**config.mk**
```make
export PLATFORM = sky130hd
export DESIGN_NAME = truth_table_sweeper
export DESIGN_NICKNAME = d
export VERILOG_FILES = /design/src/rtl/truth_table_sweeper.sv
export SDC_FILE = /design/constraint.sdc
export NUM_CORES = 1
export LEC_CHECK = 0
export ABC_AREA = 1
export CAP_MARGIN = 20
export CORE_MARGIN = 4
export CORE_UTILIZATION = 40
export DETAILED_ROUTE_END_ITERATION = 16
export PLACE_DENSITY = 0.6
export SLEW_MARGIN = 10
export SYNTH_ARGS = -nofsm -noshare
export SYNTH_HDL_FRONTEND = slang
export SYNTH_SLANG_ARGS = --single-unit
```
**constraint.sdc**
```tcl
create_clock -name clk -period 2.4 [get_ports clk]
set_input_delay 0.36 -clock clk [delete_from_list [all_inputs] [get_ports clk]]
set_output_delay 0.36 -clock clk [all_outputs]
set_load 0.01 [all_outputs]
```
**src/rtl/truth_table_sweeper.sv**
```systemverilog
// truth_table_sweeper
// Drives a 3-input combinational netlist through all 8 input rows, holds each row for
// SETTLE_CYCLES cycles, samples the netlist output and assembles the measured truth table
// in Cello order (row 000 in the MSB). The table is compared against EXPECTED at the end
// of the sweep. Any output change between the last two settle cycles of a row is flagged.
//
// Ports:
//   clk        clock, all state on the rising edge
//   rst_n      asynchronous active-low reset
//   start      sweep request, sampled only when idle
//   dut_in1    netlist input in1 (row bit 2)
//   dut_in2    netlist input in2 (row bit 1)
//   dut_in3    netlist input in3 (row bit 0)
//   dut_out    netlist output, synchronous to clk
//   busy       high while a sweep is in progress
//   done       one-cycle pulse when a sweep completes
//   table_out  measured truth table, bit (7-r) holds row r
//   glitch     sticky flag: output unstable at sample time in some row
//   pass       table_out == EXPECTED and no glitch; valid from done until next start
module truth_table_sweeper #(
  parameter int unsigned SETTLE_CYCLES = 4,
  parameter logic [7:0]  EXPECTED      = 8'hF6
) (
  input  logic       clk,
  input  logic       rst_n,
  input  logic       start,
  output logic       dut_in1,
  output logic       dut_in2,
  output logic       dut_in3,
  input  logic       dut_out,
  output logic       busy,
  output logic       done,
  output logic [7:0] table_out,
  output logic       glitch,
  output logic       pass
);

  if (SETTLE_CYCLES < 2 || SETTLE_CYCLES > 255) begin : gen_bad_settle
    $error("truth_table_sweeper: SETTLE_CYCLES must be in 2..255");
  end

  localparam logic [7:0] CntPrev   = 8'(SETTLE_CYCLES - 2);
  localparam logic [7:0] CntSample = 8'(SETTLE_CYCLES - 1);

  typedef enum logic {StIdle, StSweep} state_e;

  state_e     state_q, state_d;
  logic [2:0] row_q, row_d;
  logic [7:0] cnt_q, cnt_d;
  logic       prev_q, prev_d;
  logic [2:0] din_q, din_d;
  logic       done_q, done_d;
  logic [7:0] table_q, table_d;
  logic       glitch_q, glitch_d;
  logic       pass_q, pass_d;

  logic sample_now;
  logic last_row;

  assign sample_now = (state_q == StSweep) && (cnt_q == CntSample);
  assign last_row   = (row_q == 3'd7);

  // State register and datapath registers
  always_ff @(posedge clk or negedge rst_n) begin
    if (!rst_n) begin
      state_q  <= StIdle;
      row_q    <= 3'd0;
      cnt_q    <= 8'd0;
      prev_q   <= 1'b0;
      din_q    <= 3'd0;
      done_q   <= 1'b0;
      table_q  <= 8'h00;
      glitch_q <= 1'b0;
      pass_q   <= 1'b0;
    end else begin
      state_q  <= state_d;
      row_q    <= row_d;
      cnt_q    <= cnt_d;
      prev_q   <= prev_d;
      din_q    <= din_d;
      done_q   <= done_d;
      table_q  <= table_d;
      glitch_q <= glitch_d;
      pass_q   <= pass_d;
    end
  end

  // Next-state logic
  always_comb begin
    state_d = state_q;
    unique case (state_q)
      StIdle:  if (start) state_d = StSweep;
      StSweep: if (sample_now && last_row) state_d = StIdle;
      default: state_d = StIdle;
    endcase
  end

  // Datapath / registered-output next values
  always_comb begin
    row_d    = row_q;
    cnt_d    = cnt_q;
    prev_d   = prev_q;
    din_d    = din_q;
    done_d   = 1'b0;
    table_d  = table_q;
    glitch_d = glitch_q;
    pass_d   = pass_q;
    unique case (state_q)
      StIdle: begin
        if (start) begin
          row_d    = 3'd0;
          cnt_d    = 8'd0;
          din_d    = 3'd0;
          table_d  = 8'h00;
          glitch_d = 1'b0;
          pass_d   = 1'b0;
        end
      end
      StSweep: begin
        cnt_d = cnt_q + 8'd1;
        if (cnt_q == CntPrev) prev_d = dut_out;
        if (sample_now) begin
          // Cello order: row r lands in bit 7-r, i.e. the bitwise inverse of r
          table_d[~row_q] = dut_out;
          glitch_d        = glitch_q | (dut_out != prev_q);
          cnt_d           = 8'd0;
          if (last_row) begin
            row_d  = 3'd0;
            din_d  = 3'd0;
            done_d = 1'b1;
            pass_d = (table_d == EXPECTED) && !glitch_d;
          end else begin
            row_d = row_q + 3'd1;
            din_d = row_q + 3'd1;
          end
        end
      end
      default: ;
    endcase
  end

  assign dut_in1   = din_q[2];
  assign dut_in2   = din_q[1];
  assign dut_in3   = din_q[0];
  assign busy      = (state_q == StSweep);
  assign done      = done_q;
  assign table_out = table_q;
  assign glitch    = glitch_q;
  assign pass      = pass_q;

endmodule

```
==> results.txt, run 1 <==
Postcts setup bufs = 0
Critical Path, Cell by Cell = clkdlybuf4s50_1
Gr usage total = 15.6%
Overall routed net length = 3.07 mm
Worst slew pin tran = 0.477 ns
RSZ-0062 raised after global routing = no
Via count = 1170
Worst-Skew Late Latency = 0.32 ns
Filler cell count = 335
DRC = 0
Switching power = 774 uW
WL/cell = 13.5 um
Initial antenna violation count = 0
Startpoint types = register
Max-Cap Viols = 0
Outcome = completed
Most common cell after layout, fill and taps aside = nand2_1
Syn Std Cell Area = 0.00140 mm^2
Std cell rows = 21
Final period utilization = 82.3%
Boundary Pins = 19
Syn_nets = 171
DIE HEIGHT = 67.2 um
Sequential cell area fraction in the yosys report = 42.8%
CP max-delay cell = dfrtp_1
Logic pwr share = 45.9%
Sequential power share = 41.6%
Pleak = 0.768 nW
Total gr overflow = 0
Post-route antenna net violation count = 0
Fin. Hold Viols = 0
Clock Path Buffers = 2
Final setup TNS = 0 ns
Register-to-Register Setup Slack = 0.76 ns
CTS sink cnt = 24
Worst min-delay path category = in -> async
Slew Viols, Final = 0
Largest net degree at the start of global routing = 25
Power per cell area = 1090 mW/mm^2
Dpl hpwl = 2.25 mm
Crit path DAT = 1.61 ns
PostCTS Resize Cnt = 0
Cts bufs inserted = 3
Max FO, Critical Path = 11
I/O Buffers = 18
Max Fclk = 0.507 GHz
Antenna cells = 0
Max incr delay on CP = 0.66 ns
Maximum vdd ir drop = 0.410 mV
Chip width = 67.2 um
Floorplan core area = 0.00336 mm^2
R2R Path Start = busy
Synth Flop Type = dfrtp_1
DIE AREA = 0.00452 mm^2
Top delay family on crit path = flip-flops
Root buf cell = clkbuf_4
Clock slew at reported path FFs = 0.14 ns
Finish-stage setup viols = 0
Htree depth = 1
Clk pwr share = 12.6%
Clk_skew = 0.00137 ns
First-pass GRT wire length = 5.40 mm
Asr flop ratio synth = 100%
Area Growth Syn to Fin = 16.6%
Worst reg2reg path depth = 5
Flip-flop and latch count after synthesis = 24
Final nets = 190
CTS tree = done
Router iterations before antenna repair = 5
Sw frac = 43.3%
Library cells used by synthesis = 29
Fin crit period = 1.97 ns
Via density = 5.15
P_int = 1.01 mW
EDFF count, synth = 0
GPL Wtd Cong = 0.834
Rel. slew slack = 68.2%
Vias in the first global route = 1117
Most frequent cells in the layout = nand2_1, dfrtp_1, inv_1
CP Class = reg -> out
Avg Synthesized Cell Area = 8.60 um^2
Initial detailed-routing violation count = 103
Hold-fix buffers, CTS = 0
CP bufs+invs = 1
Worst setup EP type = output port
Cells after synthesis = 163
Initial core utilization = 41.7%
Syn. warnings = 0
Pwr Total = 1.79 mW
Critical Path RT = 2.04 ns
Layout cells sized above 1 = 11.6%
Critical R2R Capture = din_q[0]
## sequential cells by signal, indices dropped and copies added, names as in the netlist
signal and flops:
done 1, pass 1, busy 1, glitch 1, table_out 8, cnt_q 8, prev_q 1, din_q 3
## cell families (layout without fill, tap and decap cells)
kind of cell,Yosys count,after routing,share of synthesized area [%]
DFF,24,24,42.8
and+or+nand+nor,84,84,29.5
adders and majority gates,4,4,3.57
AOI/OAI and AO/OA,22,22,12.8
xor gates and xnor gates,4,4,2.50
buffers and inverters,25,43,8.83
## cells in the mapped netlist, types with 2 or more instances
library cell  count  area, um^2
buf_2             2        10.0
dfrtp_1          24         601
ha_1              4        50.1
inv_1            20        75.1
nand2_1          34         128
nand2_2           2        12.5
nand3_1          19        95.1
nand4_1           8        50.1
nor2_1           15        56.3
o21ai_0           5        25.0
o21ai_1           2        10.0
o21ai_2           3        26.3
o22ai_1           2        12.5
o22ai_2           6        75.1
xor2_1            3        26.3
## worst max-delay path by stage
stage / endpoint / start / cells past startpoint
after detailed placement: pass / dut_out / 7
after global routing: busy / busy / 1
after global placement: pass / dut_out / 7
after CTS: busy / busy / 1
final: busy / busy / 1
after floorplan: table_out[7] / cnt_q[1] / 7
## per-stage QoR
stage | instances | instance area (um^2) | utilization [%] | worst slack (ns) | hold WS (ns)
floorplan | 163 | 1400 | - | 1.06 | 0.0644
global placement | 223 | 1600 | 47.5 | 0.705 | 0.528
detailed placement | 223 | 1600 | 47.5 | 0.672 | 0.527
CTS | 227 | 1640 | 48.6 | 0.408 | 0.384
global route | 227 | 1640 | 48.6 | 0.334 | 0.405
finish | 227 | 1640 | 48.6 | 0.426 | 0.376
## layer usage
metal | wire, um | global-route usage [%]
met1 | 1470 | 21.4
met2 | 1470 | 25.6
met3 | 83 | 1.50
met4 | 53 | 5.57
met5 | 0 | 0
## cell type report
| cell class | instances | area (um^2) | share of cell area (%) |
|---|---|---|---|
| Timing Repair Buffer | 19 | 188 | 11.5 |
| Sequential cell | 24 | 601 | 36.7 |
| Tap cell | 46 | 57.6 | 3.52 |
| Clock buffer | 4 | 36.3 | 2.22 |
| Inverter | 20 | 75.1 | 4.59 |
| Multi-Input combinational cell | 114 | 678 | 41.5 |
## power by group through the flow
stage	logic, mW	clock network (mW)	registers (mW)
4_1_cts	0.828	0.231	0.741
5_1_grt	0.936	0.249	0.777
6_report	0.820	0.224	0.743
2_1_floorplan	0.602	0	0.701
3_3_place_gp	0.803	0	0.744
3_5_place_dp	0.823	0	0.750
Note: power is estimated with default switching activity, not from simulation.
==> run 2, diff against run 1 <==
--- a/config.mk
+++ b/config.mk
@@ -10,7 +10,7 @@
 export CORE_MARGIN = 4
 export CORE_UTILIZATION = 40
 export DETAILED_ROUTE_END_ITERATION = 16
-export PLACE_DENSITY = 0.6
+export PLACE_DENSITY = 0.63
 export SLEW_MARGIN = 10
 export SYNTH_ARGS = -nofsm -noshare
 export SYNTH_HDL_FRONTEND = slang
==> constraint.sdc (replaced) <==
create_clock -name clk -period 1.7 [get_ports clk]
set_input_delay 0.255 -clock clk [delete_from_list [all_inputs] [get_ports clk]]
set_output_delay 0.255 -clock clk [all_outputs]
set_load 0.01 [all_outputs]
==> run 2 against run 1 <==
Against the previous run:
- final area rose by 4.0%
- clock power up 91%
- sequential power rose by 31%
- non-clock buffer count increased by 6
- global-route usage down 0.34 points
- routed wire length is 3.5% higher
- via count is 4.8% higher
- hold slack got worse by 0.12 ns
- die area is the same
- register-to-register slack worse by 0.57 ns
- first-iteration DRC count is 20% lower
- largest power group unchanged
- largest cell class unchanged
- final cell count is 2.6% higher
==> results.txt, run 2 (synthesized netlist as in run 1, its figures left out) <==
Pleak = 0.801 nW (was 0.768 nW)
Final setup TNS = 0 ns (unchanged)
GPL Wtd Cong = 0.875 (was 0.834)
Critical Path RT = 1.44 ns (was 2.04 ns)
CTS tree = done (unchanged)
Power per cell area = 1600 mW/mm^2 (was 1090 mW/mm^2)
R2R Path Start = cnt_q[1] (was busy)
Fin util = 50.6% (was 48.6%)
Fin crit period = 1.55 ns
Most frequent cells in the layout = nand2_1, dfrtp_1, inv_1 (unchanged)
WL/cell = 13.7 um (was 13.5 um)
Dpl hpwl = 2.34 mm (was 2.25 mm)
Worst setup EP type = output port (unchanged)
Gr usage total = 15.3% (was 15.6%)
Max-Cap Viols = 0 (unchanged)
Max FO, Critical Path = 5 (was 11)
Startpoint types = register (unchanged)
DIE HEIGHT = 67.2 um (unchanged)
CTS sink cnt = 24 (unchanged)
Root buf cell = clkbuf_4 (unchanged)
Clock slew at reported path FFs = 0.15 ns (was 0.14 ns)
Overall routed net length = 3.18 mm (was 3.07 mm)
CP bufs+invs = 1 (unchanged)
Finish-stage setup viols = 0 (unchanged)
Crit path DAT = 1.30 ns (was 1.61 ns)
Cells after DPL = 225 (was 223)
First-pass GRT wire length = 5.30 mm (was 5.40 mm)
Max Fclk = 0.645 GHz
Area Growth Syn to Fin = 21.2% (was 16.6%)
Final nets = 196 (was 190)
Router iterations before antenna repair = 4 (was 5)
Cell area after layout = 0.00170 mm^2 (was 0.00164 mm^2)
Initial antenna violation count = 0 (unchanged)
Critical Path, Cell by Cell = clkdlybuf4s50_1 (unchanged)
I/O Buffers = 18 (unchanged)
Max incr delay on CP = 0.55 ns (was 0.66 ns)
Clock Path Buffers = 2 (unchanged)
Worst reg2reg path depth = 7 (was 5)
Antenna cells = 0 (unchanged)
Met2 GRT Util = 24.4% (was 25.6%)
Layout cells sized above 1 = 16.0% (was 11.6%)
Clk_skew = 0.00627 ns (was 0.00137 ns)
Std cell rows = 21 (unchanged)
Critical R2R Capture = din_q[0] (unchanged)
Hold-fix buffers, CTS = 0 (unchanged)
Maximum vdd ir drop = 0.683 mV (was 0.410 mV)
Worst slew pin tran = 0.306 ns (was 0.477 ns)
Vias in the first global route = 1147 (was 1117)
Worst-Skew Late Latency = 0.32 ns (about the same)
Final WS setup = 0.149 ns (was 0.426 ns)
CP max-delay cell = clkdlybuf4s50_1 (was dfrtp_1)
Pre-CTS setup slack = 0.0814 ns (was 0.672 ns)
Outcome = completed (unchanged)
Register-to-Register Setup Slack = 0.19 ns (was 0.76 ns)
CP Class = reg -> out (unchanged)
Placed instance area = 0.00161 mm^2 (was 0.00160 mm^2)
Floorplan core area = 0.00336 mm^2 (unchanged)
DIE AREA = 0.00452 mm^2 (unchanged)
Fin. Hold Viols = 0 (unchanged)
Post-route antenna net violation count = 0 (unchanged)
Cts bufs inserted = 3 (unchanged)
Worst min-delay path category = in -> async (unchanged)
Filler cell count = 365 (was 335)
Most common cell after layout, fill and taps aside = nand2_1 (unchanged)
Busiest grt layer = met2 (unchanged)
Top delay family on crit path = buffers and inverters (was flip-flops)
Boundary Pins = 19 (unchanged)
Initial core utilization = 41.7% (unchanged)
Chip width = 67.2 um (unchanged)
Htree depth = 1 (unchanged)
Final period utilization = 91.3%
DRC = 0 (unchanged)
M3 GR Usage = 2.33% (was 1.50%)
Slew Viols, Final = 0 (unchanged)
Largest net degree at the start of global routing = 25 (unchanged)
Final Instance Count excl. Fillers = 233 (was 227)
RSZ-0062 raised after global routing = no (unchanged)
Via count = 1226 (was 1170)
Rel. slew slack = 79.6% (was 68.2%)
Initial detailed-routing violation count = 82 (was 103)
Via density = 5.26 (was 5.15)
Total gr overflow = 0 (unchanged)
Met1 Use GR = 21.6% (was 21.4%)
## run 2: repair_timing
item | CTS | global route
setup endpoints to repair | 3 | 3
pin swaps | 0 | 0
setup buffers | 0 | 4
gates resized for setup | 3 | 0
## run 2: stage by stage
stage | total power [mW] | hold WS (ns)
final | 2.72 | 0.259
after global placement | 2.17 | 0.522
after floorplan | 1.84 | -0.0406
after global routing | 2.95 | 0.294
after CTS | 2.66 | 0.274
after detailed placement | 2.22 | 0.528
## run 2: power breakdown
part / internal, mW / switching (mW)
Combinational: 0.584 / 0.742
Sequential: 0.786 / 0.184
Clock: 0.238 / 0.189
Total: 1.61 / 1.11
## run 2: cell type report
class                   count  area (um^2)  share of cell area, %
flip-flops and latches     24          604                   35.5
clock buffers               3         22.5                   1.32
repair buffers             25          233                   13.7
well taps                  46         57.6                   3.38
multi-input cells         114          678                   39.9
clock inverters             1         30.0                   1.77
inverters                  20         75.1                   4.42
## run 2: worst max path at each step
stage / from / to / cells after the start
after floorplan: cnt_q[1] / table_out[7] / 7
after global placement: dut_out / pass / 7
after detailed placement: dut_out / pass / 7
after CTS: din_q[2] / dut_in1 / 1
after global routing: cnt_q[2] / cnt_q[7] / 6
final: din_q[0] / dut_in3 / 1
## run 2: metal layers
metal / share of wire, % / wire, um / up-vias
met5: 0 / 0 / -
met4: 0.88 / 28 / 0
met3: 3.1 / 99 / 4
met2: 45 / 1430 / 30
met1: 51 / 1620 / 593
li1: - / - / 599
==> run 3, diff against run 2 <==
--- a/config.mk
+++ b/config.mk
@@ -15,3 +15,4 @@
 export SYNTH_ARGS = -nofsm -noshare
 export SYNTH_HDL_FRONTEND = slang
 export SYNTH_SLANG_ARGS = --single-unit
+export TNS_END_PERCENT = 30
==> run 3 against run 2 <==
Against the previous run:
- first-iteration DRC count rose by 6.1%
- clock power barely moved
- global-route usage did not move
- sequential cell count did not move
- utilization fell by 0.52 points
- sequential share of layout area rose by 0.37 points
- count of clock-buffer cells in the layout did not move
- die area did not move
- highest routed layer unchanged
==> results.txt, run 3 (synthesized netlist as in run 1, its figures left out) <==
Worst-Skew Late Latency = 0.32 ns (about the same)
Cts bufs inserted = 3 (unchanged)
Via count = 1214 (was 1226)
Max incr delay on CP = 0.55 ns (about the same)
Final period utilization = 91.2% (was 91.3%)
I/O Buffers = 18 (unchanged)
Clock slew at reported path FFs = 0.14 ns (was 0.15 ns)
Final nets = 193 (was 196)
Initial detailed-routing violation count = 87 (was 82)
Clk pwr share = 16.0% (was 15.7%)
Finish-stage setup viols = 0 (unchanged)
Layout cells sized above 1 = 14.7% (was 16.0%)
Floorplan core area = 0.00336 mm^2 (unchanged)
Worst setup EP type = output port (unchanged)
Dpl hpwl = 2.34 mm (unchanged)
Largest net degree at the start of global routing = 25 (unchanged)
Vias in the first global route = 1147 (unchanged)
Std cell rows = 21 (unchanged)
Fin crit period = 1.55 ns (about the same)
DIE AREA = 0.00452 mm^2 (unchanged)
Critical Path RT = 1.44 ns (about the same)
Chip width = 67.2 um (unchanged)
Antenna cells = 0 (unchanged)
Boundary Pins = 19 (unchanged)
Switching power = 1.10 mW (was 1.11 mW)
Fin. Hold Viols = 0 (unchanged)
Post-route antenna net violation count = 0 (unchanged)
Overall routed net length = 3.16 mm (was 3.18 mm)
R2R Path Start = cnt_q[1] (unchanged)
Htree depth = 1 (unchanged)
P_int = 1.56 mW (was 1.61 mW)
Router iterations before antenna repair = 5 (was 4)
Startpoint types = register (unchanged)
Clk_skew = 0.00451 ns (was 0.00627 ns)
CTS tree = done (unchanged)
Logic pwr share = 44.7% (was 48.7%)
Max layer used = met4 (unchanged)
Max-Cap Viols = 0 (unchanged)
Via density = 5.28 (was 5.26)
Area Growth Syn to Fin = 20.0% (was 21.2%)
Gr usage total = 15.3% (unchanged)
Top delay family on crit path = buffers and inverters (unchanged)
RSZ-0062 raised after global routing = no (unchanged)
DRC = 0 (unchanged)
Power per cell area = 1580 mW/mm^2 (was 1600 mW/mm^2)
Critical Path, Cell by Cell = clkdlybuf4s50_1 (unchanged)
Most common cell after layout, fill and taps aside = nand2_1 (unchanged)
Total gr overflow = 0 (unchanged)
CP max-delay cell = clkdlybuf4s50_1 (unchanged)
Max FO, Critical Path = 5 (unchanged)
Worst reg2reg path depth = 7 (unchanged)
Root buf cell = clkbuf_4 (unchanged)
Hold-fix buffers, CTS = 0 (unchanged)
Clock Path Buffers = 2 (unchanged)
Cell area after layout = 0.00168 mm^2 (was 0.00170 mm^2)
Initial core utilization = 41.7% (unchanged)
Outcome = completed (unchanged)
Pleak = 0.803 nW (was 0.801 nW)
DIE HEIGHT = 67.2 um (unchanged)
WL/cell = 13.7 um (about the same)
Crit path DAT = 1.30 ns (about the same)
CP bufs+invs = 1 (unchanged)
Max Fclk = 0.645 GHz (about the same)
Placed instance area = 0.00161 mm^2 (unchanged)
Sequential power share = 39.3% (was 35.6%)
Worst slew pin tran = 0.310 ns (was 0.306 ns)
Most frequent cells in the layout = nand2_1, dfrtp_1, inv_1 (unchanged)
Routed wl met3 = 108 um (was 99 um)
First-pass GRT wire length = 5.30 mm (unchanged)
Initial antenna violation count = 0 (unchanged)
Metal-1 WL = 1.61 mm (was 1.62 mm)
Sw frac = 41.4% (was 40.9%)
CTS sink cnt = 24 (unchanged)
Final setup TNS = 0 ns (unchanged)
Worst min-delay path category = in -> async (unchanged)
Critical R2R Capture = din_q[0] (unchanged)
Rel. slew slack = 79.3% (was 79.6%)
CP Class = reg -> out (unchanged)
Maximum vdd ir drop = 0.671 mV (was 0.683 mV)
Register-to-Register Setup Slack = 0.19 ns (about the same)
Met2 wire length = 1.41 mm (was 1.43 mm)
GPL Wtd Cong = 0.875 (unchanged)
Slew Viols, Final = 0 (unchanged)
run 3: cell count changes in the layout (fill, tap and decap cells not counted):
cell / previous run / this run
buf_4: 7 / 4
clkdlybuf4s50_1: 18 / 16
dlymetal6s2s_1: 0 / 2
run 3: metrics by stage:
step | hold slack, ns | cells | setup WS [ns] | total power [mW] | util (%)
floorplan | -0.0406 | 163 | 0.362 | 1.84 | -
global placement | 0.522 | 225 | 0.156 | 2.17 | 48.0
detailed placement | 0.528 | 225 | 0.0814 | 2.22 | 48.0
CTS | 0.274 | 229 | 0.0172 | 2.66 | 49.7
global route | 0.294 | 230 | 0.0920 | 2.88 | 50.0
finish | 0.261 | 230 | 0.150 | 2.66 | 50.0
run 3: cell type report:
| class | count | area (um^2) |
|---|---|---|
| fillers | 362 | 1680 |
| well taps | 46 | 57.6 |
| clock inverters | 1 | 30.0 |
| multi-input cells | 114 | 678 |
| clock buffers | 3 | 22.5 |
| inverters | 20 | 75.1 |
| repair buffers | 22 | 215 |
| flip-flops and latches | 24 | 604 |
run 3: power by group through the flow:
| stage | logic (mW) | registers, mW | clock network (mW) |
|---|---|---|---|
| 6_report | 1.19 | 1.04 | 0.425 |
| 2_1_floorplan | 0.850 | 0.989 | 0 |
| 3_3_place_gp | 1.13 | 1.04 | 0 |
| 5_1_grt | 1.36 | 1.07 | 0.453 |
| 3_5_place_dp | 1.16 | 1.07 | 0 |
| 4_1_cts | 1.17 | 1.06 | 0.435 |
run 3: worst max-delay path by stage:
stage | from | slack, ns | to | cells past startpoint
floorplan | cnt_q[1] | 0.36 | table_out[7] | 7
global placement | dut_out | 0.16 | pass | 7
detailed placement | dut_out | 0.08 | pass | 7
CTS | din_q[2] | 0.02 | dut_in1 | 1
global route | cnt_q[2] | 0.09 | cnt_q[7] | 6
finish | din_q[0] | 0.15 | dut_in3 | 1
run 3: per-layer routing:
metal	GRT usage, %	vias to the layer above
met2	24.4	32
li1	-	592
met3	2.33	6
met1	21.6	584
met4	3.80	0
met5	0	-
run 3: repair_timing:
action                                  CTS  global route
endpoints found under the setup margin    3             3
setup buffers                             0             1
endpoints found under the hold margin     0             0
resized for setup                         3             2
==> edit, RTL diff (settings of run 1) <==
The output `done` loses its register stage (`done_q` becomes a continuous assignment).
--- a/src/rtl/truth_table_sweeper.sv
+++ b/src/rtl/truth_table_sweeper.sv
@@ -69,5 +69,4 @@
       prev_q   <= 1'b0;
       din_q    <= 3'd0;
-      done_q   <= 1'b0;
       table_q  <= 8'h00;
       glitch_q <= 1'b0;
@@ -79,5 +78,4 @@
       prev_q   <= prev_d;
       din_q    <= din_d;
-      done_q   <= done_d;
       table_q  <= table_d;
       glitch_q <= glitch_d;
@@ -85,4 +83,6 @@
     end
   end
+
+  assign done_q = done_d;
 
   // Next-state logic
Behaviour: same outputs for any inputs over 10 cycles, from zero or initial values and one cycle with rst_n low; that may be too few to reach the edited logic, so the function may still have changed.
==> edit against run 1 <==
Total power shrank 0.81%; synthesized area shrank 1.8%; die area shrank 1.6%; worst setup slack gained 0.73 ps; final area grew 1.1%; sequential cell count shrank 1; combinational power grew 10%; routed wire length shrank 3.2%; hold slack gained 2.2 ps; final cell count grew 2.2%; critical path type unchanged; largest cell class unchanged.
==> edit: results (changes against run 1) <==
grt_max_degree: 24  # -4.0%
fin_cells: 232  # +2.2%
first_global_vias: 1060  # -5.1%
critPathMaxStageDelay_ps: 680  # +20 ps
slowest_stage: "dfrtp_1"
leakagePower_nw: 0.7964  # +3.7%
path_clk_slew_ps: 140  # about the same
synthCells: 162  # -0.61%
drive_above_1_share_pct: 16.13  # +4.5 points
dr.pass1.iters: 4  # -1
port_buffers: 18  # unchanged
dp.cells: 223  # unchanged
synth_fp_nets: 170  # -0.58%
crit_family: "flip-flops"
yosysSeqAreaShare_pct: 41.78  # -1.0 points
fmax_mhz: 506.8  # about the same
ys_top_cells_by_area: "dfrtp_1 (42%), nand2_1 (9.3%), nand3_1 (6.9%), inv_1 (5.4%), o22ai_2 (5.4%)"
synth_ff_type: "dfrtp_1"
cts_buffers: 3  # unchanged
drt_iter0_markers: 116  # +13%
routed_via_density: 4.948  # -4.0%
tightestPinTransition_ps: 497.8  # +20.92 ps
place_area_mm2: 0.001582  # -1.1%
grt_pass1_wl_um: 4940  # -8.6%
fin_nets: 195  # +2.6%
wl_per_cell_um: 12.82  # -5.3%
switching_power_uw: 756.3  # -2.2%
status: "finished, final reports clean"
dpl.hpwl_um: 2219  # -1.5%
synth_async_sr_flop_share_pct: 100.0  # unchanged
track_usage_pct: 14.84  # -0.78 points
yosys-top-cells-count: "nand2_1 (34), dfrtp_1 (23), inv_1 (20), nand3_1 (19), nor2_1 (15)"
clock_skew_ps: 10.98  # +9.608 ps
gp_congestion: 0.8427  # +1.0%
antenna_cells: 0  # unchanged
ir_drop_uv: 372.7  # -9.1%
==> edit: cell count changes after synthesis, sizes merged <==
cell,before,now
dfrtp,24,23
==> edit: final timing paths <==
| check | startpoint | end | slack, ps | depth (start not counted) |
|---|---|---|---|---|
| setup / recovery | busy$_DFF_PN0_ | busy | 430 | 1 |
| hold / removal | rst_n | table_out[2]$_DFFE_PN0P_ | 380 | 2 |
| setup reg to reg | busy$_DFF_PN0_ | din_q[0]$_DFFE_PN0P_ | 760 | 5 |
| hold reg to reg | glitch$_DFFE_PN0P_ | glitch$_DFFE_PN0P_ | 560 | 2 |
| max in group asynchronous | rst_n | din_q[1]$_DFFE_PN0P_ | 1770 | 2 |
| min in group clk | glitch$_DFFE_PN0P_ | glitch$_DFFE_PN0P_ | 560 | 2 |
==> edit: power by group through the flow <==
stage          registers (mW)  clock network, mW  logic (mW)
4_1_cts                 0.700              0.192       0.860
2_1_floorplan           0.683                  0       0.602
3_5_place_dp            0.714                  0       0.836
5_1_grt                 0.708              0.207        1.03
3_3_place_gp            0.699                  0       0.836
6_report                0.682              0.185       0.905
==> edit: cell families (layout without fill, tap and decap cells) <==
group	after synthesis	count (layout)	share of synthesized area, %
compound gates	22	22	12.99
xor+xnor	4	4	2.544
flops	23	23	41.78
buf+inv	25	49	8.992
simple gates	84	84	30.06
fa+ha+maj	4	4	3.633
==> edit: final cells by class <==
class                           instances  area [µm²]
Fill cell                             325        1683
Clock buffer                            3       22.52
Clock inverter                          1       5.005
Multi-Input combinational cell        114       680.7
Sequential cell                        23       578.1
Timing Repair Buffer                   25       235.2
Tap cell                               46       57.56
Inverter                               20       75.07
==> edit: routing by layer <==
layer	vias up	GRT usage, %	part of all wire [%]
li1	589	-	-
met1	533	21.94	52
met2	24	21.16	43
met3	2	3.373	4.1
met4	0	4.569	0.77
met5	-	0	0
==> edit: what timing repair did <==
item                                    4_1_cts  5_1_grt
setup buffers                                 1        4
pin swaps                                     0        1
resized for setup                             1        3
gates cloned                                  0        0
hold endpoints to repair                      0        0
hold buffers                                  0        0
endpoints found under the setup margin        1        1
==> edit: through the flow <==
step           setup slack (ps)  utilization, %
6_report                  426.7           49.57
5_1_grt                   342.6           49.57
4_1_cts                   19.00           48.52
3_5_place_dp              320.6           47.39
3_3_place_gp              410.8           47.39
2_1_floorplan             971.1               -
